[src/rtl/disp_pkg.sv]
// Shared constants for the 7-segment display path: blanking codes, scan FSM
// encoding and the active-low hex glyph table ({g,f,e,d,c,b,a}).
package disp_pkg;

  localparam logic [6:0] SEG_OFF = 7'h7F;
  localparam logic [3:0] DIG_OFF = 4'hF;

  typedef enum logic {
    ST_BLANK = 1'b0,
    ST_SHOW  = 1'b1
  } scan_state_e;

  // Entry n is the glyph for nibble n; b and d are lowercase.
  localparam logic [15:0][6:0] HEX_GLYPHS = {
    7'h0E, 7'h06, 7'h21, 7'h46,   // F E d C
    7'h03, 7'h08, 7'h10, 7'h00,   // b A 9 8
    7'h78, 7'h02, 7'h12, 7'h19,   // 7 6 5 4
    7'h30, 7'h24, 7'h79, 7'h40    // 3 2 1 0
  };

endpackage

[src/rtl/seg7_hex_dec.sv]
// Combinational hex nibble to active-low 7-segment decoder.
module seg7_hex_dec
  import disp_pkg::*;
(
  input  logic [3:0] nibble,
  output logic [6:0] seg
);

  always_comb begin
    seg = HEX_GLYPHS[nibble];
  end

endmodule

[src/rtl/display_scan_ctrl.sv]
// 4-digit multiplexed 7-segment scanner with per-slot blanking, leading-zero
// suppression and a LOAD/LOAD_ACK handshake that commits values on frame edges.
module display_scan_ctrl
  import disp_pkg::*;
#(
  parameter int SCAN_DIV  = 50000,
  parameter int BLANK_CYC = 500
) (
  input  logic        CLOCK_50,
  input  logic        RESET,
  input  logic [15:0] DATA_IN,
  input  logic        LOAD,
  input  logic        LZ_EN,
  output logic        LOAD_ACK,
  output logic        FRAME,
  output logic [3:0]  DIG,
  output logic [6:0]  SEG
);

  localparam int CNT_W = (SCAN_DIV > 1) ? $clog2(SCAN_DIV) : 1;
  localparam logic [CNT_W-1:0] CNT_MAX    = CNT_W'(SCAN_DIV - 1);
  localparam logic [CNT_W-1:0] BLANK_LAST = CNT_W'(BLANK_CYC - 1);

  logic [CNT_W-1:0] cnt_q, cnt_d;
  logic [1:0]       idx_q, idx_d;
  scan_state_e      state_q, state_d;
  logic [15:0]      active_q, active_d;
  logic [15:0]      pending_q, pending_d;
  logic             pend_valid_q, pend_valid_d;
  logic [3:0]       dig_q, dig_d;
  logic [6:0]       seg_q, seg_d;
  logic             ack_q, ack_d;
  logic             frame_q, frame_d;

  logic       wrap;
  logic       boundary;
  logic [3:0] nibble;
  logic [6:0] glyph;
  logic [3:0] lead_zero;

  assign wrap     = (cnt_q == CNT_MAX);
  assign boundary = wrap && (idx_q == 2'd3);
  assign nibble   = active_q[{idx_q, 2'b00} +: 4];

  // Digit gi is a leading zero when it and every digit above it are zero.
  assign lead_zero[0] = 1'b0;
  generate
    for (genvar gi = 1; gi < 4; gi++) begin : g_lz
      assign lead_zero[gi] = (active_q[15:4*gi] == '0);
    end
  endgenerate

  seg7_hex_dec u_dec (
    .nibble (nibble),
    .seg    (glyph)
  );

  always_comb begin
    cnt_d        = wrap ? '0 : cnt_q + 1'b1;
    idx_d        = wrap ? idx_q + 2'd1 : idx_q;
    state_d      = state_q;
    active_d     = active_q;
    pending_d    = pending_q;
    pend_valid_d = pend_valid_q;
    dig_d        = DIG_OFF;
    seg_d        = SEG_OFF;
    ack_d        = 1'b0;
    frame_d      = boundary;

    // State tracks cnt so it always matches cnt_q in the same cycle.
    case (state_q)
      ST_BLANK: if (cnt_q == BLANK_LAST) state_d = ST_SHOW;
      ST_SHOW:  if (wrap)                state_d = ST_BLANK;
      default:                           state_d = ST_BLANK;
    endcase

    if (state_q == ST_SHOW) begin
      dig_d = ~(4'b0001 << idx_q);
      seg_d = (LZ_EN && lead_zero[idx_q]) ? SEG_OFF : glyph;
    end

    // A load landing on the boundary itself bypasses pending.
    if (boundary) begin
      if (LOAD)              active_d = DATA_IN;
      else if (pend_valid_q) active_d = pending_q;
      ack_d        = LOAD || pend_valid_q;
      pend_valid_d = 1'b0;
    end else if (LOAD) begin
      pending_d    = DATA_IN;
      pend_valid_d = 1'b1;
    end
  end

  always_ff @(posedge CLOCK_50) begin
    if (RESET) begin
      cnt_q        <= '0;
      idx_q        <= 2'd0;
      state_q      <= ST_BLANK;
      active_q     <= 16'h0000;
      pending_q    <= 16'h0000;
      pend_valid_q <= 1'b0;
      dig_q        <= DIG_OFF;
      seg_q        <= SEG_OFF;
      ack_q        <= 1'b0;
      frame_q      <= 1'b0;
    end else begin
      cnt_q        <= cnt_d;
      idx_q        <= idx_d;
      state_q      <= state_d;
      active_q     <= active_d;
      pending_q    <= pending_d;
      pend_valid_q <= pend_valid_d;
      dig_q        <= dig_d;
      seg_q        <= seg_d;
      ack_q        <= ack_d;
      frame_q      <= frame_d;
    end
  end

  assign DIG      = dig_q;
  assign SEG      = seg_q;
  assign LOAD_ACK = ack_q;
  assign FRAME    = frame_q;

endmodule

[config.mk]
export PLATFORM = sky130hd
export DESIGN_NAME = display_scan_ctrl
export DESIGN_NICKNAME = d
export VERILOG_FILES = /design/src/rtl/disp_pkg.sv /design/src/rtl/seg7_hex_dec.sv /design/src/rtl/display_scan_ctrl.sv
export SDC_FILE = /design/constraint.sdc
export NUM_CORES = 1
export LEC_CHECK = 0
export ABC_CLOCK_PERIOD_IN_PS = 2250
export BUFFER_PORTS_ARGS = -buffer_cell sky130_fd_sc_hd__buf_2
export CAP_MARGIN = 20
export CORE_MARGIN = 5
export CORE_UTILIZATION = 31
export DETAILED_ROUTE_END_ITERATION = 10
export PLACE_DENSITY = 0.56
export SLEW_MARGIN = 10
export SYNTH_ARGS = -nofsm -noshare
export SYNTH_HDL_FRONTEND = slang
export SYNTH_SLANG_ARGS = --single-unit
[constraint.sdc]
create_clock -name CLOCK_50 -period 2.25 [get_ports CLOCK_50]
set_input_delay 0.1125 -clock CLOCK_50 [delete_from_list [all_inputs] [get_ports CLOCK_50]]
set_output_delay 0.1125 -clock CLOCK_50 [all_outputs]
set_load 0.05 [all_outputs]
==> impl_metrics.json, run 1 <==
{
  "ys_ff_latch": 65,
  "whs_ps": 15.3,
  "skew_ps": 7.30,
  "area_delta_synth_final_pct": 20.6,
  "dr_wl_met3_um": 285,
  "port_buffers": 32,
  "maxCapViolations": 0,
  "cp.buffers_inverters": 1,
  "clk_latency_ps": 350,
  "avgSynthCellArea_sq_um": 9.73,
  "antenna_left": 0,
  "power_mw": 2.56,
  "cpPeakStageDelay_ps": 620,
  "p_per_area_nw_per_um2": 695,
  "antenna_found_initial": 0,
  "status": "finished clean",
  "worst_pin_slew_ps": 697,
  "worstPathArrival_ps": 2350,
  "end_kind": "flip-flop",
  "ctsResizeCount": 0,
  "maxSlewViolCount": 0,
  "met1_length_um": 3160,
  "fmax_mhz": 480,
  "yosysTopAreaCellShare": 0.426,
  "cts_hold_buf": 0,
  "track_usage": 0.115,
  "setup_tns_ps": 0,
  "wl_per_cell_um": 13.1,
  "peakVddDrop_mv": 0.392,
  "rows": 36,
  "synthTopCellsByArea": "dfxtp_1, mux2i_1, nor2_1",
  "gp_congestion": 0.856,
  "die_h_um": 109,
  "vias_per_cell": 4.67,
  "grt_pass1_vias": 2267,
  "nets": 386,
  "hold_violations": 0,
  "path_class": "flip-flop to flip-flop",
  "relSlewSlack": 0.529,
  "grt_max_degree": 40,
  "die_x_um": 109,
  "post_dp_cell_area_sq_um": 3430,
  "dp_hpwl_um": 4690,
  "critPathRequiredTime_ps": 2520,
  "drt_pre_antenna_iters": 4,
  "htreeDepth": 3,
  "ys_types": 43,
  "grt_pass1_wl_um": 10800,
  "topRoutingLayerUsed": "met4",
  "cts_root_buffer": "clkbuf_8",
  "clock_sinks": 65,
  "ios": 33,
  "drt_wl_total_um": 6460,
  "final_area_sq_um": 3680,
  "cts_tree": "yes",
  "coreArea_sq_um": 9680,
  "initial_utilization": 0.315,
  "cts_inserted_buffers": 9,
  "cts_max_path_buffers": 2,
  "syn_nets": 345,
  "drive_above_1_share": 0.247,
  "drtIter0Drc": 120,
  "dieArea_sq_um": 11900,
  "critPathMaxFanout": 7,
  "finalCritPeriodShare": 0.925,
  "yosys_warnings": 0,
  "synthCells": 314,
  "post-route-drc-count": 0,
  "clk_pin_slew_worst_paths_ps": 80,
  "path_cells": "mux4_2 -> inv_1 -> ha_1 -> mux2i_1 -> nand2_1 -> o221ai_1 -> o21ai_0",
  "post_cts_buffers": 0,
  "grt-ovfl-total": 0,
  "rsz0062_at_grt": "false",
  "wl_met2_um": 2920,
  "finalSetupViolCount": 0,
  "hold_path_class": "input pin to flip-flop",
  "synth_seq_area_share": 0.426,
  "synth_top_area_cell": "dfxtp_1",
  "start_kind": "flip-flop",
  "critical-path-slowest-cell": "mux4_2",
  "vias": 2304,
  "power_leakage_nw": 1.42,
  "syn_area_sq_um": 3050,
  "crit_family": "multiplexers",
  "n_antenna_cell": 0,
  "fin_crit_ps": 2080
}
-- cells in the mapped netlist --
| cell | instances |
|---|---|
| nand4_1 | 3 |
| o311ai_0 | 1 |
| ha_1 | 11 |
| or3_1 | 2 |
| o21ai_0 | 5 |
| nor3_1 | 2 |
| mux2i_1 | 36 |
| nor2b_1 | 2 |
| xnor2_1 | 6 |
| nor4b_1 | 1 |
| o21bai_1 | 1 |
| o22ai_1 | 1 |
| o211a_4 | 1 |
| o221ai_1 | 5 |
| nor4_4 | 1 |
| nand4b_1 | 1 |
| and3_1 | 3 |
| nand4bb_1 | 1 |
| inv_1 | 8 |
| xor2_1 | 10 |
| buf_1 | 1 |
| a31oi_1 | 3 |
| or2_2 | 2 |
| dfxtp_1 | 65 |
| buf_4 | 2 |
| nand2b_1 | 2 |
| nor3b_1 | 1 |
| nor2_1 | 58 |
| buf_2 | 2 |
| mux2_2 | 2 |
| nand3_1 | 8 |
| clkbuf_2 | 1 |
| clkbuf_1 | 10 |
| a211oi_2 | 14 |
| nand2_1 | 21 |
| a21oi_1 | 4 |
| a211oi_1 | 3 |
| a21boi_1 | 1 |
| mux4_2 | 3 |
| buf_6 | 2 |
| or4_4 | 1 |
| o211ai_1 | 1 |
| nor4_1 | 6 |
-- power breakdown --
| part | switching, mW | internal (mW) |
|---|---|---|
| clock network | 0.475 | 0.770 |
| registers | 0.0127 | 1.17 |
| logic | 0.0713 | 0.0568 |
-- state kept, by name, summed over array words and instances, names as in the netlist --
register / cells
FRAME: 1
pending_q: 16
active_q: 16
pend_valid_q: 1
DIG: 4
SEG: 7
idx_q: 2
LOAD_ACK: 1
cnt_q: 16
state_q: 1
-- path summary, 6_finish.rpt --
| path | from | to | slack [ps] | depth (start not counted) |
|---|---|---|---|---|
| worst max-delay path | idx_q[0] | SEG[0] | 170 | 7 |
| worst min-delay path | DATA_IN[6] | pending_q[6] | 20 | 3 |
| worst max register to register | idx_q[0] | SEG[0] | 170 | 7 |
| worst min register to register | cnt_q[0] | cnt_q[0] | 480 | 1 |
-- layout make-up --
cell class | instances | area [sq um]
Inverter | 8 | 30.0
Fill cell | 1001 | 6000
Clock buffer | 10 | 138
Sequential cell | 65 | 1300
Clock inverter | 6 | 115
Timing Repair Buffer | 48 | 300
Tap cell | 133 | 166
Multi-Input combinational cell | 223 | 1630
-- metrics by stage --
step / instances / setup slack, ps / util
floorplan: 314 / 51.8 / -
global route: 493 / 33.2 / 0.380
global placement: 476 / 136 / 0.353
CTS: 493 / 165 / 0.380
finish: 493 / 169 / 0.380
detailed placement: 477 / 193 / 0.354
-- layout by cell type, fill, tap and decap left out, types with 3 or more instances in the layout --
master,synthesis,layout
buf_2,2,32
xor2_1,10,10
xnor2_1,6,6
mux4_2,3,3
clkbuf_8,0,10
dfxtp_1,65,65
nand4_1,3,3
nor2_1,58,58
ha_1,11,11
mux2i_1,36,36
o21ai_0,5,5
a211oi_1,3,3
a31oi_1,3,3
nor4_1,6,6
a211oi_2,14,14
inv_1,8,8
bufinv_16,0,3
nand3_1,8,8
o221ai_1,5,5
a21oi_1,4,4
and3_1,3,3
nand2_1,21,21
buf_4,2,14
-- cell families after synthesis --
family | share of synthesized area
xor+xnor | 0.0459
fa+ha+maj | 0.0451
mux | 0.147
flops | 0.426
buf+inv | 0.0406
simple gates | 0.177
compound gates | 0.118
-- worst reg2reg max path, stage by stage (launching register included) --
cell and delay [ps]:
dfxtp_1 510, mux4_2 620, inv_1 150, ha_1 280, mux2i_1 110, nand2_1 80, o221ai_1 120, o21ai_0 150
-- per-layer routing --
layer  global-route usage  up-vias
li1                     -     1183
met1                0.149     1068
met2                0.183       41
met3               0.0343       12
met4               0.0383        0
met5                    0        -
Power figures use the tool's default switching activity.
==> inputs of run 2 (changes only) <==
--- a/config.mk
+++ b/config.mk
@@ -5,13 +5,13 @@
 export SDC_FILE = /design/constraint.sdc
 export NUM_CORES = 1
 export LEC_CHECK = 0
-export ABC_CLOCK_PERIOD_IN_PS = 2250
+export ABC_CLOCK_PERIOD_IN_PS = 2400
 export BUFFER_PORTS_ARGS = -buffer_cell sky130_fd_sc_hd__buf_2
 export CAP_MARGIN = 20
 export CORE_MARGIN = 5
 export CORE_UTILIZATION = 31
 export DETAILED_ROUTE_END_ITERATION = 10
-export PLACE_DENSITY = 0.56
+export PLACE_DENSITY = 0.55
 export SLEW_MARGIN = 10
 export SYNTH_ARGS = -nofsm -noshare
 export SYNTH_HDL_FRONTEND = slang
==> constraint.sdc (replaced) <==
create_clock -name CLOCK_50 -period 2.4 [get_ports CLOCK_50]
set_input_delay 0.12 -clock CLOCK_50 [delete_from_list [all_inputs] [get_ports CLOCK_50]]
set_output_delay 0.12 -clock CLOCK_50 [all_outputs]
set_load 0.05 [all_outputs]
==> impl_metrics.json, run 2 (synthesis results as in run 1) <==
{
  "dp_hpwl_um": 4430,
  "grt_max_degree": 40,
  "path_cells": "or4_4 -> nor4_4 -> o211a_4 -> buf_12 -> nor2_1 -> a211oi_2",
  "cts_hold_buf": 0,
  "status": "finished clean",
  "r2r_cells": 6,
  "hold_violations": 0,
  "worstPathArrival_ps": 2370,
  "drt_wl_total_um": 6220,
  "timing.rr.start": "cnt_q[11]",
  "min_to": "pending_q[9]",
  "critPathMaxFanout": 27,
  "drive_above_1_share": 0.228,
  "grt-ovfl-total": 0,
  "met1_length_um": 3020,
  "timing.rr.end": "active_q[11]",
  "cp-startpoint": "cnt_q[11]",
  "cpPeakStageDelay_ps": 560,
  "setup_tns_ps": 0,
  "clk_pin_slew_worst_paths_ps": 80,
  "gp_congestion": 0.824,
  "skew_ps": 12.4,
  "wl_met2_um": 2800,
  "post_cts_buffers": 0,
  "vias": 2232,
  "cts_tree": "yes",
  "topRoutingLayerUsed": "met4",
  "n_antenna_cell": 0,
  "critical-path-slowest-cell": "or4_4",
  "die_h_um": 109,
  "rsz0062_at_grt": "false",
  "vias_per_cell": 4.61,
  "coreArea_sq_um": 9680,
  "post-route-drc-count": 0,
  "power_leakage_nw": 1.33,
  "end_kind": "flip-flop",
  "area_delta_synth_final_pct": 16.3,
  "clock_sinks": 65,
  "min_from": "DATA_IN[9]",
  "reg_top3": "active_q (16), cnt_q (16), pending_q (16)",
  "finalCritPeriodShare": 0.882,
  "port_buffers": 32,
  "fin_crit_ps": 2120,
  "cts_max_path_buffers": 2,
  "relSlewSlack": 0.531,
  "layout_commonest_cell": "dfxtp_1",
  "maxSlewViolCount": 0,
  "worstHoldPathCells": 3,
  "grt_pass1_vias": 2216,
  "nets": 377,
  "ios": 33,
  "wl_per_cell_um": 12.9,
  "drtIter0Drc": 67,
  "rows": 36,
  "fill_cells": 1020,
  "p_per_area_nw_per_um2": 602,
  "critPathRequiredTime_ps": 2660,
  "fmax_mhz": 473,
  "clk_latency_ps": 340,
  "hold_path_class": "input pin to flip-flop",
  "dr_wl_met3_um": 289,
  "antenna_left": 0,
  "drt_pre_antenna_iters": 4,
  "mostFrequentLayoutCells": "dfxtp_1, nor2_1, mux2i_1, buf_2, nand2_1",
  "cts_inserted_buffers": 9,
  "dieArea_sq_um": 11900,
  "path_class": "flip-flop to flip-flop",
  "ctsResizeCount": 0,
  "cts_root_buffer": "clkbuf_8",
  "die_x_um": 109,
  "finalSetupViolCount": 0,
  "antenna_found_initial": 0,
  "peakVddDrop_mv": 0.304,
  "maxCapViolations": 0,
  "start_kind": "flip-flop",
  "r2r_setup_slack_ps": 280,
  "htreeDepth": 3,
  "track_usage": 0.116,
  "initial_utilization": 0.315,
  "grt_pass1_wl_um": 10800,
  "worst_pin_slew_ps": 693,
  "whs_ps": 25.9
}
[run 2: worst max path at each step]
stage | to | cells past startpoint
after global routing | active_q[11] | 7
after detailed placement | active_q[14] | 6
final | active_q[11] | 6
after global placement | active_q[14] | 6
after floorplan | SEG[0] | 8
after CTS | active_q[11] | 6
[run 2: layout make-up]
class | count | area [sq um] | area share
clock buffer | 9 | 124 | 0.0349
clock inverter | 7 | 71.3 | 0.0201
inverter | 8 | 30.0 | 0.00846
multi-input combinational | 223 | 1630 | 0.460
sequential | 65 | 1300 | 0.366
tap | 133 | 166 | 0.0469
timing repair buffer | 39 | 225 | 0.0634
[run 2: critical path, delay by kind of cell (launching register included)]
family / cells / cell delay (ps)
DFF: 1 / 350
and+or+nand+nor: 3 / 1020
AOI/OAI and AO/OA: 2 / 480
buffers and inverters: 1 / 190
[run 2: metal layers]
metal | vias to the layer above | track usage
met1 | 1023 | 0.151
met5 | - | 0
li1 | 1165 | -
met3 | 8 | 0.0343
met4 | 0 | 0.0481
met2 | 36 | 0.179
[run 2: power by group]
group          leakage (nW)  switching, mW  internal, mW
Combinational         0.715         0.0633        0.0497
Clock                0.0912          0.437         0.477
Sequential            0.528         0.0127          1.10
Total                  1.33          0.513          1.63
[run 2: metrics by stage]
step	utilization	power, mW	worst slack, ps	cell area (sq um)	std cells
2_1_floorplan	-	1.22	202	3050	314
6_report	0.367	2.14	284	3550	484
3_3_place_gp	0.347	1.25	394	3360	468
4_1_cts	0.367	2.18	274	3550	484
5_1_grt	0.367	2.25	150	3550	484
3_5_place_dp	0.347	1.25	321	3360	468
==> inputs of run 3 (changes only) <==
--- a/config.mk
+++ b/config.mk
@@ -5,13 +5,13 @@
 export SDC_FILE = /design/constraint.sdc
 export NUM_CORES = 1
 export LEC_CHECK = 0
-export ABC_CLOCK_PERIOD_IN_PS = 2400
+export ABC_AREA = 1
+export ABC_CLOCK_PERIOD_IN_PS = 2250
 export BUFFER_PORTS_ARGS = -buffer_cell sky130_fd_sc_hd__buf_2
 export CAP_MARGIN = 20
-export CORE_MARGIN = 5
 export CORE_UTILIZATION = 31
 export DETAILED_ROUTE_END_ITERATION = 10
-export PLACE_DENSITY = 0.55
+export PLACE_DENSITY = 0.54
 export SLEW_MARGIN = 10
 export SYNTH_ARGS = -nofsm -noshare
 export SYNTH_HDL_FRONTEND = slang
==> constraint.sdc (replaced) <==
create_clock -name CLOCK_50 -period 2.25 [get_ports CLOCK_50]
set_input_delay 0.1125 -clock CLOCK_50 [delete_from_list [all_inputs] [get_ports CLOCK_50]]
set_output_delay 0.1125 -clock CLOCK_50 [all_outputs]
set_load 0.05 [all_outputs]
==> impl_metrics.json, run 3 <==
{
  "fmax_mhz": 544,
  "path_cells": "buf_4 -> nand2_1 -> nand3_1 -> o21ai_0 -> buf_4 -> ha_1 -> nand2_1 -> o21ai_0 -> nand2_1 -> nand3_1",
  "path_class": "flip-flop to flip-flop",
  "netSwitchingPower_mw": 0.566,
  "min_to": "pending_q[13]",
  "critPathMostFrequentCell": "nand2_1",
  "cts_inserted_buffers": 9,
  "rows": 37,
  "critPathRequiredTime_ps": 2450,
  "clock_sinks": 65,
  "drt_pre_antenna_iters": 4,
  "synth_seq_area_share": 0.393,
  "ff_latch_area_sq_um": 1300,
  "finalSetupViolCount": 0,
  "p_per_area_nw_per_um2": 620,
  "rsz0062_at_grt": "false",
  "ctsResizeCount": 0,
  "netSwitchingFraction": 0.243,
  "fin_crit_ps": 1840,
  "synthTopCellsByCount": "nand2_1, dfxtp_1, inv_1",
  "yosys.area_share.simple": 0.340,
  "synth_edf_count": 0,
  "die_x_um": 105,
  "wl_per_cell_um": 10.8,
  "syn_area_sq_um": 3310,
  "clk_latency_ps": 340,
  "grt_max_degree": 42,
  "synth_top_family_by_area": "simple AND/OR/NAND/NOR gates",
  "peakVddDrop_mv": 0.300,
  "dpl.cell_count": 641,
  "fill_cells": 1129,
  "dieArea_sq_um": 11100,
  "synth_compound_area_frac": 0.110,
  "cts_root_buffer": "clkbuf_8",
  "power_mw": 2.33,
  "synthCells": 489,
  "dp_hpwl_um": 5040,
  "yosys_warnings": 0,
  "htreeDepth": 3,
  "seqPwrFrac": 0.509,
  "port_buffers": 32,
  "yosysTopAreaCellShare": 0.393,
  "drtIter0Drc": 146,
  "cts_tree": "yes",
  "synth_fa_ha_area_frac": 0.0416,
  "drt_wl_total_um": 7070,
  "synthTopCellsByArea": "dfxtp_1, nand2_1, a21oi_1",
  "worstHoldPathCells": 5,
  "synth_xor_area_frac": 0.0106,
  "setup_tns_ps": 0,
  "reg_top3": "active_q (16), cnt_q (16), pending_q (16)",
  "p_clk_frac": 0.430,
  "maxSlewViolCount": 0,
  "final_cells": 657,
  "maxCapViolations": 0,
  "nets": 547,
  "syn_nets": 520,
  "cts_max_path_buffers": 2,
  "mostFrequentLayoutCells": "nand2_1, dfxtp_1, inv_1, a21oi_1, nand3_1",
  "grt-ovfl-total": 0,
  "synthFlopType": "dfxtp_1",
  "worstPathArrival_ps": 2040,
  "hold_path_class": "input pin to flip-flop",
  "track_usage": 0.139,
  "skew_ps": 7.95,
  "grt_pass1_vias": 2770,
  "r2r_cells": 10,
  "n_antenna_cell": 0,
  "r2r_setup_slack_ps": 410,
  "vias": 3008,
  "min_from": "DATA_IN[13]",
  "cts_hold_buf": 0,
  "start_kind": "flip-flop",
  "critical-path-slowest-cell": "dfxtp_1",
  "async_flop_share": 0,
  "worst_pin_slew_ps": 437,
  "post-route-drc-count": 0,
  "drive_above_1_share": 0.123,
  "synthMuxAreaShare": 0,
  "area_delta_synth_final_pct": 13.9,
  "clk_pin_slew_worst_paths_ps": 80,
  "timing.rr.start": "idx_q[0]",
  "timing.rr.end": "SEG[3]",
  "cpPeakStageDelay_ps": 470,
  "coreArea_sq_um": 10300,
  "synth_most_common_cell": "nand2_1",
  "grt_pass1_wl_um": 12500,
  "critPathMaxFanout": 8,
  "gp_congestion": 0.779,
  "die_h_um": 105,
  "pwr-share-comb": 0.061,
  "layout_commonest_cell": "nand2_1",
  "post_cts_buffers": 0,
  "status": "finished clean",
  "cellInternalPower_mw": 1.77,
  "end_kind": "flip-flop",
  "power_leakage_nw": 1.64,
  "finalCritPeriodShare": 0.817,
  "antenna_found_initial": 0,
  "relSlewSlack": 0.707,
  "hold_violations": 0,
  "multi_input_area_sq_um": 1660,
  "ys_ff_latch": 65,
  "ios": 33,
  "vias_per_cell": 4.58,
  "synth_top_area_cell": "dfxtp_1",
  "ys_types": 25,
  "initial_utilization": 0.320,
  "antenna_left": 0,
  "avgSynthCellArea_sq_um": 6.76
}
-- run 3: cell types whose count changed after synthesis, moves of 5 or more --
cell and delta:
nand2_1 +107, a21oi_1 +40, o21ai_0 +24, nor3_1 +7, nand3_1 +35, nor2_1 -16, a211oi_2 -14, inv_1 +50
nor4_1 -5, o221ai_1 -5, xor2_1 -6, xnor2_1 -6, mux2i_1 -36, nand4_1 +15
-- run 3: kinds of logic after synthesis --
kind of cell,count (synthesis)
compound gates,73
fa+ha+maj,11
xor+xnor,4
simple gates,253
buf+inv,83
flops,65
-- run 3: critical path: cells and delay by family, from the launching register on --
kind | cells | cell delay [ps]
flops | 1 | 470
buf+inv | 2 | 390
simple gates | 5 | 370
fa+ha+maj | 1 | 250
compound gates | 2 | 220
-- run 3: final cells by class --
| type | instances | area share |
|---|---|---|
| Multi-Input combinational cell | 341 | 0.441 |
| Inverter | 60 | 0.0598 |
| Clock buffer | 11 | 0.0375 |
| Sequential cell | 65 | 0.345 |
| Tap cell | 136 | 0.0452 |
| Clock inverter | 5 | 0.0146 |
| Timing Repair Buffer | 39 | 0.0565 |
-- run 3: power groups by stage --
stage / registers, mW / clock network [mW] / logic (mW)
global placement: 1.21 / 0 / 0.140
floorplan: 1.21 / 0 / 0.101
global route: 1.19 / 1.09 / 0.166
finish: 1.19 / 1.00 / 0.142
detailed placement: 1.21 / 0 / 0.143
CTS: 1.19 / 1.04 / 0.144
-- run 3: routing by layer --
layer | share of wire | track usage | up-vias
li1 | - | - | 1629
met1 | 0.53 | 0.189 | 1321
met2 | 0.42 | 0.211 | 50
met3 | 0.038 | 0.0377 | 8
met4 | 0.013 | 0.0513 | 0
met5 | 0 | 0 | -
-- run 3: worst max-delay path by stage --
stage / from / to / slack, ps / cells after the start
after floorplan: idx_q[0] / SEG[5] / 440 / 10
after global placement: idx_q[0] / SEG[5] / 400 / 10
after detailed placement: idx_q[0] / SEG[5] / 390 / 10
after CTS: idx_q[0] / SEG[5] / 380 / 10
after global routing: idx_q[0] / SEG[5] / 180 / 10
final: idx_q[0] / SEG[3] / 410 / 10
-- run 3: per-stage QoR --
step           setup slack, ps  area, sq um  hold WS [ps]   util
2_1_floorplan              437         3310           331      -
3_3_place_gp               403         3570           432  0.346
3_5_place_dp               390         3570           442  0.346
4_1_cts                    380         3770          86.9  0.365
5_1_grt                    178         3770           107  0.365
6_report                   412         3770           102  0.365
